## src/rtl/rf_writeback_arbiter.sv

```systemverilog
// rf_writeback_arbiter
// Single write-port scheduler for the 32x32 register file. Arbitrates the
// ALU and LSU writeback requesters onto rd_sel/rd_in/rd_w, and keeps a
// pending-load scoreboard that the issue stage queries for RAW/WAW hazards.
// The register file commits on the negedge after rf_rd_w rises, so the
// write port is registered here with a latency of one cycle.

module rf_writeback_arbiter #(
  parameter int STARVE_LIMIT = 4,
  parameter int XLEN         = 32
) (
  input  logic            clk,
  input  logic            rst,

  input  logic            alu_valid,
  output logic            alu_ready,
  input  logic [4:0]      alu_rd,
  input  logic [XLEN-1:0] alu_data,

  input  logic            lsu_valid,
  output logic            lsu_ready,
  input  logic [4:0]      lsu_rd,
  input  logic [XLEN-1:0] lsu_data,

  input  logic            rsv_valid,
  input  logic [4:0]      rsv_rd,

  input  logic [4:0]      chk_rs1,
  input  logic [4:0]      chk_rs2,
  input  logic [4:0]      chk_rd,
  output logic            hazard,
  output logic [31:0]     busy,

  output logic [4:0]      rf_rd_sel,
  output logic [XLEN-1:0] rf_rd_in,
  output logic            rf_rd_w
);

  // The counter is 4 bits wide, so the limit is kept within 1..15.
  localparam logic [3:0] LIMIT = 4'(STARVE_LIMIT);

  logic [3:0]      starve_cnt;
  logic            alu_win;
  logic            lsu_win;
  logic            alu_xfer;
  logic            lsu_xfer;
  logic            any_xfer;
  logic [4:0]      wb_rd;
  logic [XLEN-1:0] wb_data;
  logic [31:0]     busy_q;
  logic [31:0]     set_mask;
  logic [31:0]     clr_mask;
  logic [31:0]     busy_next;

  // Pick the winner: LSU by default, ALU once it has been starved long
  // enough, and a lone requester always wins. Only valids feed this, never
  // a ready, so no combinational loop can form through the requesters.
  always_comb begin
    alu_win = 1'b0;
    lsu_win = 1'b0;
    if (alu_valid && (!lsu_valid || (starve_cnt == LIMIT))) begin
      alu_win = 1'b1;
    end else if (lsu_valid) begin
      lsu_win = 1'b1;
    end
  end

  // Readies are held low during reset so nothing is accepted while the
  // write port and scoreboard are being cleared.
  assign alu_ready = alu_win & ~rst;
  assign lsu_ready = lsu_win & ~rst;

  assign alu_xfer = alu_valid & alu_ready;
  assign lsu_xfer = lsu_valid & lsu_ready;
  assign any_xfer = alu_xfer | lsu_xfer;

  assign wb_rd   = alu_xfer ? alu_rd   : lsu_rd;
  assign wb_data = alu_xfer ? alu_data : lsu_data;

  // Count consecutive cycles the ALU is held off; saturate at the limit and
  // restart whenever the ALU gets through or stops requesting.
  always_ff @(posedge clk or posedge rst) begin
    if (rst) begin
      starve_cnt <= 4'd0;
    end else if (!alu_valid || alu_xfer) begin
      starve_cnt <= 4'd0;
    end else if (starve_cnt != LIMIT) begin
      starve_cnt <= starve_cnt + 4'd1;
    end
  end

  // Register the write port. rd_w pulses for one cycle per accepted
  // transfer unless the target is x0; sel/data hold when idle.
  always_ff @(posedge clk or posedge rst) begin
    if (rst) begin
      rf_rd_w   <= 1'b0;
      rf_rd_sel <= 5'd0;
      rf_rd_in  <= '0;
    end else if (any_xfer) begin
      rf_rd_w   <= (wb_rd != 5'd0);
      rf_rd_sel <= wb_rd;
      rf_rd_in  <= wb_data;
    end else begin
      rf_rd_w   <= 1'b0;
    end
  end

  // Build the scoreboard update: a load landing clears its bit, a new
  // reservation sets one, and set beats clear on the same register so a
  // freshly dispatched load is never lost. x0 is never tracked.
  always_comb begin
    set_mask = '0;
    clr_mask = '0;
    if (rsv_valid && (rsv_rd != 5'd0)) begin
      set_mask[rsv_rd] = 1'b1;
    end
    if (lsu_xfer && (lsu_rd != 5'd0)) begin
      clr_mask[lsu_rd] = 1'b1;
    end
    busy_next    = (busy_q & ~clr_mask) | set_mask;
    busy_next[0] = 1'b0;
  end

  // Scoreboard register; the clear lands on the same edge that raises
  // rf_rd_w, so an instruction issuing next cycle sees the committed value.
  always_ff @(posedge clk or posedge rst) begin
    if (rst) begin
      busy_q <= '0;
    end else begin
      busy_q <= busy_next;
    end
  end

  assign busy   = busy_q;
  assign hazard = busy_q[chk_rs1] | busy_q[chk_rs2] | busy_q[chk_rd];

endmodule

```

## config.mk

```make
export PLATFORM = sky130hd
export DESIGN_NAME = rf_writeback_arbiter
export DESIGN_NICKNAME = d
export VERILOG_FILES = /design/src/rtl/rf_writeback_arbiter.sv
export SDC_FILE = /design/constraint.sdc
export NUM_CORES = 1
export LEC_CHECK = 0
export BUFFER_PORTS_ARGS = -buffer_cell sky130_fd_sc_hd__buf_2
export CORE_ASPECT_RATIO = 0.5
export CORE_MARGIN = 2
export CORE_UTILIZATION = 41
export DETAILED_ROUTE_END_ITERATION = 12
export GPL_TIMING_DRIVEN = 0
export PLACE_DENSITY = 0.81
export RECOVER_POWER = 50
export SLEW_MARGIN = 25
export SYNTH_ARGS = -nofsm -noshare
export SYNTH_HDL_FRONTEND = slang
export SYNTH_SLANG_ARGS = --single-unit
```

## constraint.sdc

```tcl
create_clock -name clk -period 2.4 [get_ports clk]
set_clock_uncertainty 0.15 [all_clocks]
set_input_delay 0.12 -clock clk [delete_from_list [all_inputs] [get_ports clk]]
set_output_delay 0.12 -clock clk [all_outputs]
set_load 0.02 [all_outputs]
```

# Word-level counts from Yosys, hierarchy flattened

Cells that the tools add are included.

Input bits: 99
Register bits: 73
Latch bits: 0
Memory bits (read-only): 0
Logic and storage cells: 59
Bits in writable memories: 0
Output and inout port bits: 73
Memories kept: 0

Bitwise logic cells: 11
Shifts and indexed selects: 0
Divide/modulo/power cells: 0
Mux-type cells: 20
$mul: 0
Reduce and logical (&&, ||, !) cells: 13
Order comparisons: 7
Equality and inequality tests: 2
$add $sub $neg: 1

Operators with widths:

| kind                | number |
|---|---|
| $mux 32             | 3 |
| $and 32x32->32      | 1 |
| $not 32->32         | 1 |
| $or 32x32->32       | 1 |
| $lt 5x6->1 const B  | 5 |
| $bmux 1 s5          | 3 |
| $reduce_bool 5->1   | 3 |
| $demux 1 s5         | 2 |
| $ge 5x1->1 const B  | 2 |
| $mux 1              | 9 |
| $mux 4              | 2 |
| $logic_and 1x1->1   | 5 |
| $mux 5              | 1 |
| $add 4x1->4 const B | 1 |
| $and 1x1->1         | 4 |
| $eq 4x3->1 const B  | 1 |
| $ne 4x3->1 const B  | 1 |
| $or 1x1->1          | 3 |
| $logic_not 1->1     | 2 |
| $logic_or 1x1->1    | 2 |
| $reduce_bool 2->1   | 1 |
| $not 1->1           | 1 |

# Logic depth before layout (Yosys ltp)

Depth after elaboration: 11
Gate-level depth with buffers: 9
Mapped depth without buffers: 8

# Least setup slack after synthesis

No wires, ideal clock.

Kind: reg2reg
Start: register starve_cnt[0]
End: register rf_rd_in[4]
Period minus slack after synthesis: 2.042 ns
Required time: 2.167 ns
Setup time: 0.083 ns
Stages on the path, launching flop included: 9
Arrival: 1.809 ns
Buffers on the path: 1
Path slack: 0.358 ns
Cell sequence: dfrtp_1 -> inv_1 -> ha_1 -> nand3b_1 -> a211o_1 -> inv_1 -> buf_1 -> nand2_1 -> o21ai_0

Cells in the longest elaborated chain, start to end: 7
Elaborated cells on any way between the ends: 11
Classes of those cells: eq/ne (1); mux (3); bitwise (5); reduce/logical (2)

RTL lines:

| what                                  | line   | RTL |
|---|---|---|
| from (decl)                           | 42     | `logic [3:0] starve_cnt;` |
| from (signal assigned)                | 88     | `starve_cnt <= starve_cnt + 4'd1;` |
| $eq 4x3->1 *                          | 61     | `if (alu_valid && (!lsu_valid \|\| (starve_cnt == LIMIT))) begin` |
| $logic_or 1x1->1 *                    | 61     |  |
| $logic_and 1x1->1 *                   | 61     |  |
| $mux 1 *                              | 61     |  |
| $and 1x1->1 *                         | 70     | `assign alu_ready = alu_win & ~rst;` |
| via alu_ready                         | 16     | `output logic alu_ready,` |
| $and 1x1->1 *                         | 73     | `assign alu_xfer = alu_valid & alu_ready;` |
| $mux 32 or $or 1x1->1 (tied branches) | 78, 75 |  |
| to (signal assigned)                  | 102    | `rf_rd_in <= wb_data;` |
| to (decl)                             | 35     | `output logic [XLEN-1:0] rf_rd_in,` |

Mark *: on every way through the listed nets, which the timed path passes. The rest lies on a longest branch.
A chain may end at the register's enable or synchronous reset.

# Worst setup path in the final report

Start: register busy_q[27] (netlist: busy[27])
End: output hazard

Cells in the longest elaborated chain, start to end: 4
Elaborated cells on any way between the ends: 8
Classes of those cells: mux (6); bitwise (2)

RTL lines:

| what                         | line | RTL |
|---|---|---|
| from (decl)                  | 50   | `logic [31:0] busy_q;` |
| from (signal assigned)       | 130  | `busy_q <= busy_next;` |
| $bmux 1 s5                   | 135  | `assign hazard = busy_q[chk_rs1] \| busy_q[chk_rs2] \| busy_q[chk_rd];` |
| $mux 1 (implied by the code) | 135  |  |
| $or 1x1->1                   | 135  |  |
| $or 1x1->1 *                 | 135  |  |
| to (decl)                    | 31   | `output logic hazard,` |

Mark *: on every way between the ends. The rest lies on a longest branch, timed or not. The select of a mux whose other input is x is not followed.

==> metrics.yaml <==
setup_path:
  crit_path_end_kind: "output pin"
  path_class: "register to output pin"
  worstPathRequired_ns: 2.13
  slowest_delay_ns: 0.49
  crit_slowest_cell: "mux4_1"
  r2r_cells: 9
  crit_start: "busy[27]"
  path_buf_inv: 1
  path_depth: 5
  r2r_slack_ns: 0.12
  worst_r2r_endpoint: "busy[7]"
  reg2reg_from: "starve_cnt[0]"
  worstPathArrival_ns: 2.12
  cp_max_fo: 5
  cp-start-kind: "register"
  cp_top_family: "multiplexers"
  path_cells: "mux4_1, mux2_2, a311oi_1, nand4_1, buf_2"
grt:
  antenna_found_initial: 0
  grt_pass1_wl_mm: 22.8
  grt_pass1_vias: 4635
  grt_overflow: 0
  grt_max_degree: 54
  track_usage_pct: 28.0
drt:
  vias: 4572
  remaining_drc_errors: 0
  vias_per_cell: 5.73
  ant_nets: 0
  routed_wl_mm: 14.8
  wl_per_cell_um: 18.6
  drtPass1Iterations: 5
  drtIter0Drc: 348
clock_network:
  cts-root-buf: "clkbuf_16"
  clock_path_buffers: 2
  cts_tree: "built"
  h-tree-depth: 3
  numClockSinks: 73
  cts_inserted_buffers: 9
  clk_pin_slew_ns: 0.06
  clk_latency_ns: 0.33
run:
  maxCapViolations: 0
timing:
  maxSlewViolCount: 0
  worstMarginPinSlew_ns: 0.917
  rsz0062_at_grt: "yes"
  slew_headroom_pct: 38.5
  hold_viol_final: 1
  holdWs_ns: -0.00443
  max_freq_mhz: 418
  min_period_ns: 2.39
  post-route-period-util_pct: 99.7
  setup_viol: 0
layout:
  layout-drive-gt1-share_pct: 31.8
  antenna_cells_inserted: 0
  areaGrowthSynthToFinish_pct: 52.9
  final_net_count: 759
  final_area_um2: 6110
logic_synthesis:
  synth_fp_nets: 506
  synth_area_um2: 3990
  synth_cell_types: 43
  synth_edf_count: 0
  netlist_instances: 405
  synth_common_cells: "o21ai_0 (84), dfrtp_1 (73), nand2_1 (45)"
  synth_area_leaders: "dfrtp_1 (46%), o21ai_0 (11%), mux4_2 (7.3%)"
  yosys_warnings: 0
  yosysMostFrequentCell: "o21ai_0"
  ys_async_sr_fraction_pct: 100
  synth_top_area_cell: "dfrtp_1"
  syn_area_per_cell_um2: 9.86
  ys_seq_elements: 73
  synth_top_area_share_pct: 45.7
  yosysSeqAreaShare_pct: 45.7
  synth_flop_cell: "dfrtp_1"
min_path:
  hp-start: "lsu_data[21]"
  min-delay-path-class: "primary input to register"
  hold_path_end: "rf_rd_in[21]"
  hold_depth: 3
floorplan:
  rows: 25
  start_util_pct: 42.3
  core-area_um2: 9450
  die_w_um: 144
  die_area_um2: 10600
  die_y_um: 73.8
  io_pins: 172
placement:
  routabilityCongestion: 0.890
  dp_hpwl_mm: 9.22
  port-buffer-count: 162
  post_dp_cell_area_um2: 5000
pwr:
  pwr-share-comb_pct: 31.5
  seqPwrFrac_pct: 36.0
  peakVddDrop_mv: 0.368
  p_int_mw: 3.17
  power_density_nw_per_um2: 793
  p_sw_share_pct: 34.5
  p_sw_mw: 1.67
  power_frac_clock_pct: 32.5
  p_leak_nw: 2.63
run_status:
  status: "complete, but fails checks"
  violations: "negative hold slack"
power groups by stage:
stage	clock network [mW]	logic [mW]	registers (mW)
detailed placement	0	1.35	1.75
floorplan	0	0.574	1.96
CTS	1.58	1.50	1.72
global placement	0	1.31	1.73
finish	1.57	1.53	1.74
global route	1.63	1.64	1.77
state kept, by name, indices dropped and copies added (netlist names):
register / cells
busy: 31
starve_cnt: 4
rf_rd_sel: 5
rf_rd_w: 1
rf_rd_in: 32
worst max-delay path by stage:
stage,endpoint,slack [ns]
after CTS,hazard,0.001
after detailed placement,alu_ready,0.04
after floorplan,busy[10],0.28
after global routing,hazard,-0.03
after global placement,busy[17],-0.59
final,hazard,0.007
per-stage QoR:
step | TNS [ns] | power (mW) | setup WS (ns) | cells | utilization [%]
floorplan | 0 | 2.54 | 0.277 | 405 | -
global placement | -42.88 | 3.05 | -0.590 | 702 | 52.6
detailed placement | 0 | 3.10 | 0.0359 | 703 | 53.0
CTS | 0 | 4.81 | 0.00127 | 796 | 64.9
global route | -0.0331 | 5.04 | -0.0331 | 798 | 64.6
finish | 0 | 4.84 | 0.00655 | 798 | 64.6
worst min-delay path: cells and delay by family:
family,cells,cell delay [ns]
compound gates,2,0.24
buf+inv,1,0.07
placed cells by master (no fill, tap or decap), types with 9 or more instances in the layout:
master and count:
buf_2 138, buf_4 10, clkbuf_1 41, clkbuf_16 9, dfrtp_1 66, dlygate4sd3_1 72
mux2_2 9, mux4_2 15, nand2_1 45, nor2_1 33, o21ai_0 84, o22ai_1 35
cells by family (layout without fill, tap and decap cells):
logic type	count (synthesis)	in the layout	synth area share (%)
AOI/OAI and AO/OA	142	142	20.1
xor gates and xnor gates	2	2	0.439
adders and majority gates	2	2	0.626
buffers and inverters	32	290	3.95
DFF	73	73	45.7
muxes	34	34	14.9
other	1	1	0.0939
and+or+nand+nor	119	119	14.2
routing by layer:
metal	vias up	global-route usage, %	wire, µm
met2	261	50.9	7680
met1	2230	32.8	5720
li1	2021	-	-
met3	60	4.43	951
met4	0	13.8	485
met5	-	0	0
cell type report:
cell class                      instances  area [µm²]
Inverter                                8        33.8
Multi-Input combinational cell        300        2030
Sequential cell                        73        1840
Timing Repair Buffer                  242        1550
Buffer                                 24         141
Tap cell                              135         169
Fill cell                             747        3340
Clock buffer                            9         225
Clock inverter                          7         125
timing repair:
item | CTS | global route
setup endpoints to repair | 4 | 7
pin swaps | 1 | 1
endpoints found under the hold margin | 115 | 0
resized for setup | 10 | 15
hold buffers | 72 | 0
setup buffers | 5 | 2
(Power assumes the default switching activity.)
